### src/rtl/inst_pkg.sv
// Shared definitions for the 16-bit instruction format: opcodes, field positions,
// legality check and canonical encoder (also used by the Decoder bench).
package inst_pkg;

    localparam logic [3:0] OP_NOP   = 4'b0000;
    localparam logic [3:0] OP_ALU   = 4'b0001;
    localparam logic [3:0] OP_MOVI  = 4'b0100;
    localparam logic [3:0] OP_MOVR  = 4'b0101;
    localparam logic [3:0] OP_STORE = 4'b1001;
    localparam logic [3:0] OP_LOAD  = 4'b1010;
    localparam logic [3:0] OP_JUMP  = 4'b1100;

    localparam int OP_MSB = 15;
    localparam int OP_LSB = 12;
    localparam int A_MSB  = 11;
    localparam int A_LSB  = 6;
    localparam int B_MSB  = 5;
    localparam int B_LSB  = 0;

    typedef enum logic [1:0] {
        ST_IDLE  = 2'd0,
        ST_LOAD  = 2'd1,
        ST_FLUSH = 2'd2,
        ST_DONE  = 2'd3
    } state_t;

    function automatic logic is_legal_op(input logic [3:0] op);
        case (op)
            OP_NOP, OP_ALU, OP_MOVI, OP_MOVR, OP_STORE, OP_LOAD, OP_JUMP: return 1'b1;
            default: return 1'b0;
        endcase
    endfunction

    // NOP is forced to all-zero so the Decoder sees a single canonical form.
    function automatic logic [15:0] encode(input logic [3:0] op, input logic [5:0] a,
                                           input logic [5:0] b);
        logic [15:0] w;
        w = '0;
        if (op != OP_NOP) begin
            w[OP_MSB:OP_LSB] = op;
            w[A_MSB:A_LSB]   = a;
            w[B_MSB:B_LSB]   = b;
        end
        return w;
    endfunction

endpackage

### src/rtl/inst_field_packer.sv
// Purpose: combinational legality check and canonical packing of one request.
// Latency: zero cycles (pure combinational).
// Backpressure: none; the caller decides when the result is consumed.
module inst_field_packer
    import inst_pkg::*;
(
    input  logic [3:0]  op,
    input  logic [5:0]  a,
    input  logic [5:0]  b,
    output logic        legal,
    output logic [15:0] word
);

    assign legal = is_legal_op(op);
    assign word  = encode(op, a, b);

endmodule

### src/rtl/inst_encoder_loader.sv
// Purpose: encodes symbolic requests and streams them into instruction memory; optional
// halt word via INST_ENC_AUTO_HALT_EN. Latency: accept-to-write exactly one cycle.
// Backpressure: req_ready high only in LOAD; one request per cycle, back-to-back.
module inst_encoder_loader
    import inst_pkg::*;
#(
    parameter int ADDR_W    = 8,
    parameter int BASE_ADDR = 0
) (
    input  logic              clk,
    input  logic              rst_n,
    input  logic              start,
    input  logic              req_valid,
    output logic              req_ready,
    input  logic [3:0]        req_op,
    input  logic [5:0]        req_a,
    input  logic [5:0]        req_b,
    input  logic              req_last,
    output logic              mem_we,
    output logic [ADDR_W-1:0] mem_addr,
    output logic [15:0]       mem_wdata,
    output logic              busy,
    output logic              done,
    output logic [ADDR_W:0]   count,
    output logic              err_illegal,
    output logic              err_overflow
);

    localparam logic [ADDR_W:0]   CAP  = {1'b1, {ADDR_W{1'b0}}};
    localparam logic [ADDR_W-1:0] BASE = ADDR_W'(BASE_ADDR);

    state_t              state_q, state_d;
    logic [ADDR_W-1:0]   ptr_q, ptr_d;
    logic [ADDR_W:0]     count_q, count_d;
    logic                wr_pend_q, wr_pend_d;
    logic [15:0]         wr_data_q, wr_data_d;
    logic                err_ill_q, err_ill_d;
    logic                err_ovf_q, err_ovf_d;
    logic                pk_legal;
    logic [15:0]         pk_word;
    logic [ADDR_W:0]     used;

    inst_field_packer u_packer (
        .op    (req_op),
        .a     (req_a),
        .b     (req_b),
        .legal (pk_legal),
        .word  (pk_word)
    );

    // Words already committed, including the one being written this cycle.
    assign used = count_q + (ADDR_W+1)'(wr_pend_q);

`ifdef INST_ENC_AUTO_HALT_EN
    logic              halt_q, halt_d;
    logic [ADDR_W-1:0] halt_addr;
    logic [11:0]       halt_tgt;
    assign halt_addr = ptr_q + ADDR_W'(wr_pend_q);
    assign halt_tgt  = 12'(halt_addr);
`endif

    always_comb begin
        state_d   = state_q;
        ptr_d     = ptr_q;
        count_d   = count_q;
        wr_pend_d = 1'b0;
        wr_data_d = wr_data_q;
        err_ill_d = err_ill_q;
        err_ovf_d = err_ovf_q;
        req_ready = 1'b0;
`ifdef INST_ENC_AUTO_HALT_EN
        halt_d    = halt_q;
`endif
        if (wr_pend_q) begin
            ptr_d   = ptr_q + ADDR_W'(1);
            count_d = count_q + (ADDR_W+1)'(1);
        end
        case (state_q)
            ST_IDLE: begin
                if (start) begin
                    ptr_d     = BASE;
                    count_d   = '0;
                    err_ill_d = 1'b0;
                    err_ovf_d = 1'b0;
`ifdef INST_ENC_AUTO_HALT_EN
                    halt_d    = 1'b0;
`endif
                    state_d   = ST_LOAD;
                end
            end
            ST_LOAD: begin
                req_ready = 1'b1;
                if (req_valid) begin
                    if (!pk_legal) begin
                        err_ill_d = 1'b1;
                    end else if (used == CAP) begin
                        err_ovf_d = 1'b1;
                        state_d   = ST_FLUSH;
                    end else begin
                        wr_pend_d = 1'b1;
                        wr_data_d = pk_word;
                    end
                    if (req_last) state_d = ST_FLUSH;
                end
            end
            ST_FLUSH: begin
`ifdef INST_ENC_AUTO_HALT_EN
                if (halt_q) begin
                    state_d = ST_DONE;
                end else if (used == CAP) begin
                    err_ovf_d = 1'b1;
                    state_d   = ST_DONE;
                end else begin
                    wr_pend_d = 1'b1;
                    wr_data_d = encode(OP_JUMP, halt_tgt[11:6], halt_tgt[5:0]);
                    halt_d    = 1'b1;
                end
`else
                state_d = ST_DONE;
`endif
            end
            default: state_d = ST_IDLE;
        endcase
    end

    always_ff @(posedge clk or negedge rst_n) begin
        if (!rst_n) begin
            state_q   <= ST_IDLE;
            ptr_q     <= BASE;
            count_q   <= '0;
            wr_pend_q <= 1'b0;
            wr_data_q <= '0;
            err_ill_q <= 1'b0;
            err_ovf_q <= 1'b0;
`ifdef INST_ENC_AUTO_HALT_EN
            halt_q    <= 1'b0;
`endif
        end else begin
            state_q   <= state_d;
            ptr_q     <= ptr_d;
            count_q   <= count_d;
            wr_pend_q <= wr_pend_d;
            wr_data_q <= wr_data_d;
            err_ill_q <= err_ill_d;
            err_ovf_q <= err_ovf_d;
`ifdef INST_ENC_AUTO_HALT_EN
            halt_q    <= halt_d;
`endif
        end
    end

    assign mem_we       = wr_pend_q;
    assign mem_addr     = ptr_q;
    assign mem_wdata    = wr_data_q;
    assign busy         = (state_q == ST_LOAD) || (state_q == ST_FLUSH);
    assign done         = (state_q == ST_DONE);
    assign count        = count_q;
    assign err_illegal  = err_ill_q;
    assign err_overflow = err_ovf_q;

endmodule

### config.mk
export PLATFORM = sky130hd
export DESIGN_NAME = inst_encoder_loader
export DESIGN_NICKNAME = d
export VERILOG_FILES = /design/src/rtl/inst_pkg.sv /design/src/rtl/inst_field_packer.sv /design/src/rtl/inst_encoder_loader.sv
export SDC_FILE = /design/constraint.sdc
export NUM_CORES = 1
export LEC_CHECK = 0
export ABC_CLOCK_PERIOD_IN_PS = 8500
export CORE_ASPECT_RATIO = 0.75
export CORE_MARGIN = 3
export CORE_UTILIZATION = 51
export DETAILED_ROUTE_END_ITERATION = 8
export PLACE_DENSITY_LB_ADDON = 0.12
export SETUP_SLACK_MARGIN = 0.2
export SYNTH_ARGS = -nofsm -noshare
export SYNTH_HDL_FRONTEND = slang
export SYNTH_SLANG_ARGS = --single-unit
### constraint.sdc
create_clock -name clk -period 8.5 [get_ports clk]
set_clock_uncertainty 0.15 [all_clocks]
set_input_delay 2.125 -clock clk [delete_from_list [all_inputs] [get_ports clk]]
set_output_delay 2.125 -clock clk [all_outputs]
set_load 0.01 [all_outputs]
# Word-level counts from Yosys, hierarchy flattened
# Index checks and enable logic that the tools add are counted.
[totals]
reg_bits = 38
latch_bits = 0
mem_bits_rw = 0
romBits = 0
in_bits = 21
output_inout_bits = 39
n_memories = 0
[op_classes]
addsub = 3
multipliers = 0
div_mod_pow = 0
n_lt_le_gt_ge = 0
eq_ne = 17
shift = 0
mux = 27
bitwise_logic = 1
n_reduce_logical = 10
[op_table]
columns = ["operator", "count"]
rows = [
  ["2-to-1 mux 9 bit", 3],
  ["2-to-1 mux 8 bit", 3],
  ["2-to-1 mux 16 bit", 1],
  ["== test 4 bit, second input constant", 3],
  ["2-to-1 mux 1 bit", 12],
  ["AND reduction 4 bit", 3],
  ["2-to-1 mux 2 bit", 5],
  ["!= test 2 bit, second input constant", 5],
  ["adder 9 x 1 -> 9 bit", 1],
  ["adder 9 x 1 -> 9 bit, second input constant", 1],
  ["== test 9 bit, second input constant", 1],
  ["adder 8 x 1 -> 8 bit, second input constant", 1],
  ["== test 4 x 3 -> 1 bit, second input constant", 2],
  ["OR reduction 7 bit", 1],
  ["!= test 3 bit, second input constant", 2],
  ["one-hot mux 2 bit (3 select lines)", 1],
  ["AND reduction 5 bit", 1],
  ["== test 2 bit, second input constant", 2],
  ["== test 4 x 1 -> 1 bit, second input constant", 1],
  ["logical NOT 4 bit", 1],
  ["one-hot mux 1 bit (2 select lines)", 2],
  ["nonzero test 4 bit", 1],
  ["== test 2 x 1 -> 1 bit, second input constant", 1],
  ["logical NOT 2 bit", 1],
  ["other kinds (3)", 3],
]

# Depth between registers and ports, before layout
[depth]
depth_word = 7
depth_mapped = 10
ltp_nobuf = 8

# Modules after synthesis
# Synthesis repeated with hierarchy kept, for this count alone.
[hier_totals]
cells_unflattened = 182
hier_area_um2 = 2023.2
[modules_own_cells]
columns = ["mod", "instances", "cells_per_inst", "area_each_um2"]
rows = [
  ["inst_encoder_loader", 1, 159, 1870.5],
  ["inst_field_packer", 1, 23, 152.6],
]

# Worst setup path after synthesis
# OpenSTA, ideal clock, no wires.
[synth_path]
path_kind = "input port to flip-flop"
start = "input port req_op[2]"
end = "register wr_data_q[10] (netlist: mem_wdata[10])"
t_arrival_ns = 3.372
required_time_ns = 8.225
path_slack_ns = 4.853
path_stages = 6
path_cell_list = "nand3b_1 > a21oi_1 > nor2_1 > nor3_4 > buf_12 > mux2_4"
[synth_via]
elab_chain_cells = 4
elab_cells_between_ends = 12
cone_classes = "6 x eq/ne; 2 x mux; 4 x reduce/logical"
[synth_rtl]
columns = ["item", "line", "source"]
rows = [
  ["start: declaration", "inst_encoder_loader.sv:15", "input logic [3:0] req_op,"],
  ["== test 4 x 1 -> 1 bit (tied with other cells)", "inst_pkg.sv:28", "case (op)"],
  ["OR reduction 7 bit", "inst_pkg.sv:28", ""],
  ["2-to-1 mux 1 bit", "inst_pkg.sv:28", ""],
  ["AND reduction 4 bit (no line)", "-", ""],
  ["end signal: assignment", "inst_encoder_loader.sv:143", "wr_data_q <= wr_data_d;"],
  ["end: declaration", "inst_encoder_loader.sv:36", "logic [15:0] wr_data_q, wr_data_d;"],
]
# Several ways; a longest one is shown, not always the timed one.
# A chain may end at the register's enable or synchronous reset.

# Final worst setup path
[layout_path]
start = "input port req_op[2]"
end = "register wr_data_q[4] (netlist: mem_wdata[4])"
# The elaborated chain is that of the path after synthesis.

==> metrics.txt <==
status=finished clean; DRC viols=0; Starting DRT DRC Count=100; main combinational cell family by area after synthesis=simple AND/OR/NAND/NOR gates; compound-cell area share of the yosys netlist=approximately 6.7%; Root Buffer Master=clkbuf_8; Final setup violation count=0; Static Leakage=between 1 and 1.5 nW; grt ovf=0; Detailed Routing Iterations Pass 1=4; row count=19; Cells after DPL=292; Die Width=about 79 µm; kind of critical path=input port to flip-flop; mux contribution to synthesized area=12.98%; Main synth FF type=dfrtp_1; Post-Synth Adder-Cell Area=between 4 and 5%; Netlist cell types=36; GP Congestion=roughly 0.8; simple-gate share of the synthesized area=19.60%; vias in the first global route=~1600; Max Slew Vio Count=0; Initial Utilization=between 50% and 60%; crit path to=mem_wdata[4]$_DFFE_PN0P_; Max Cap Violations=0; Avg Inst Size Synth=10.87 µm²; sw frac=between 30% and 40%; Crit. Startpoint=req_op[2]; Rel. slew slack=~32%; Period minus WS final=4299 ps; largest net degree at the start of global routing=39; Crit path required time=approximately 8500 ps; die footprint=0.004810 mm²; P&R area growth vs syn=34.72%; layout cell share with drive strength beyond 1=12.90%; xor/xnor share of the synthesized area=about 5.6%; Final #Nets=276; worst hold path type=flip-flop to flip-flop; worst reg2reg path endpoint=mem_wdata[4]$_DFFE_PN0P_; Reg clk slew, reported paths=~70 ps; die height=roughly 61 µm; H-tree depth=2; NetSw=0.2253 mW; clk buf depth=2; DRT Wirelength=between 4000 and 5000 µm; total nets after synthesis=approximately 220; Num CTS Buffers=5; CTS tree=yes; postcts setup bufs=0; EDFF count, synth=0; hold_buf cts=0; Non-Filler Instances=300; Buffers on Ports=between 50 and 60; Max Freq=roughly 0.23 GHz; final worst-path cycle share=approximately half; Hold Vio Cnt, Final=0; Comb pwr share=42.6%; initial antenna violation count=0; Vias per Instance=between 5 and 6; RSZ-0062 raised after global routing=false; r2r setup slk=5120 ps; Worst setup SP type=input port; CP Capture Type=flip-flop; Mapped Cells=188; Fin Setup TNS=0 ps; Worst-Skew Late Latency=a little under 300 ps; post-DP HPWL=3005 µm; Pwr Total=around 0.73 mW; Overall Global Routing Usage=20.00%; post-cts sizing count=0; Post-Syn Area=0.002043 mm²; Ys Warns=0; ANT cells=0; Avg WL per Cell=approximately 15 µm; core area=0.003756 mm²; internal cell power=between 0.5 and 0.6 mW; synthesis-stage register bit count=38; Crit Path Max Fanout=17; actual slew at the worst max-slew pin=roughly 1000 ps; r2r worst-path depth=8; Async S/R FF share, synth=100.0%; clk sinks=38; PD cells=between 200 and 300 mW/mm²; Antenna Nets Post-Route=0; Worst EP arrival=approximately 4300 ps; I/O pin count=60; vias after detailed routing=1545; sequential power share=between 30% and 40%; first-pass GRT wire length=roughly 7400 µm; register area share after synthesis=46.54%; peak supply drop=0.1771 mV; reg-to-reg critical path startpoint=mem_we$_DFF_PN0_; Clock power frac=roughly a fifth
kinds of logic after synthesis:
family | after synthesis
buffers and inverters | 12
muxes | 21
AOI/OAI and AO/OA | 25
xor gates and xnor gates | 13
DFF | 38
adders and majority gates | 8
and+or+nand+nor | 71
metrics by stage:
step	hold slack, ps	instance area (µm²)	util [%]	setup WS, ps
global route	374.9	2753	73.28	4045
floorplan	382.7	2043	-	4853
detailed placement	345.3	2643	70.35	3886
CTS	361.6	2753	73.28	4180
global placement	340.4	2643	70.35	3955
finish	358.9	2753	73.28	4201
critical path: stages:
cell,delay (ps)
clkdlybuf4s50_1,480
nand3b_1,190
a21oi_1,190
nor2_1,130
nor3_4,780
mux2_2,420
area by class of cell:
cell class              instances  area (µm²)
multi-input cells             138        1022
fillers                       312        1003
flip-flops and latches         38       950.9
repair buffers                 59       585.6
clock buffers                   8       110.1
well taps                      52       65.06
inverters                       5       18.77
worst min path at each step:
stage / from / endpoint / slack [ps] / cells after the start
finish: mem_wdata[2]$_DFFE_PN0P_ / mem_wdata[2]$_DFFE_PN0P_ / 360 / 1
CTS: mem_wdata[2]$_DFFE_PN0P_ / mem_wdata[2]$_DFFE_PN0P_ / 360 / 1
detailed placement: mem_wdata[2]$_DFFE_PN0P_ / mem_wdata[2]$_DFFE_PN0P_ / 350 / 1
global route: mem_wdata[1]$_DFFE_PN0P_ / mem_wdata[1]$_DFFE_PN0P_ / 370 / 1
global placement: mem_wdata[1]$_DFFE_PN0P_ / mem_wdata[1]$_DFFE_PN0P_ / 340 / 1
floorplan: state_q[1]$_DFFE_PN0P_ / state_q[1]$_DFFE_PN0P_ / 380 / 1
power by group through the flow:
stage | Sequential [mW] | Combinational, mW | Clock, mW
after floorplan | 0.292 | 0.146 | 0
after global placement | 0.278 | 0.307 | 0
after detailed placement | 0.276 | 0.312 | 0
after CTS | 0.275 | 0.314 | 0.146
after global routing | 0.283 | 0.339 | 0.155
final | 0.275 | 0.310 | 0.144
sequential cells by signal, indices dropped and copies added (netlist names):
signal and count:
mem_wdata 16, count 9, mem_we 1, state_q 2
err_illegal 1, err_overflow 1, mem_addr 8
layer usage:
metal	wire (µm)	up-vias	global-route usage, %
met3	224	6	5.045
met2	2035	41	31.89
met4	63	0	7.353
met5	0	-	0
li1	-	761	-
met1	2048	737	26.94
cells in the final DEF (no fill, tap or decap), types with 3 or more instances in the layout:
| cell type | Yosys | routed |
|---|---|---|
| or3_1 | 3 | 3 |
| inv_1 | 5 | 5 |
| nand2_1 | 11 | 11 |
| nor2b_1 | 14 | 14 |
| mux2_2 | 8 | 8 |
| nand4_1 | 5 | 5 |
| ha_1 | 8 | 8 |
| xor2_1 | 11 | 11 |
| nand2b_1 | 4 | 4 |
| mux2i_1 | 4 | 4 |
| mux2_4 | 9 | 9 |
| dfrtp_1 | 38 | 38 |
| a21oi_1 | 13 | 13 |
| o21ai_0 | 7 | 7 |
| clkdlybuf4s50_1 | 0 | 58 |
| clkbuf_8 | 0 | 8 |
| nor2_1 | 19 | 19 |
| and3_1 | 3 | 3 |
synthesized netlist by cell type (4+ instances only):
library cell  count  area, µm²
nand4_1           5      31.28
ha_1              8      100.1
nor2b_1          14      87.58
xor2_1           11      96.34
mux2_2            8      90.09
inv_1             5      18.77
dfrtp_1          38      950.9
mux2i_1           4      40.04
o21ai_0           7      35.03
a21oi_1          13      65.06
nand2_1          11      41.29
nor2_1           19      71.32
mux2_4            9      135.1
nand2b_1          4      25.02
clkbuf_1          4      15.01
No activity file was read; power rests on OpenSTA's default activity.
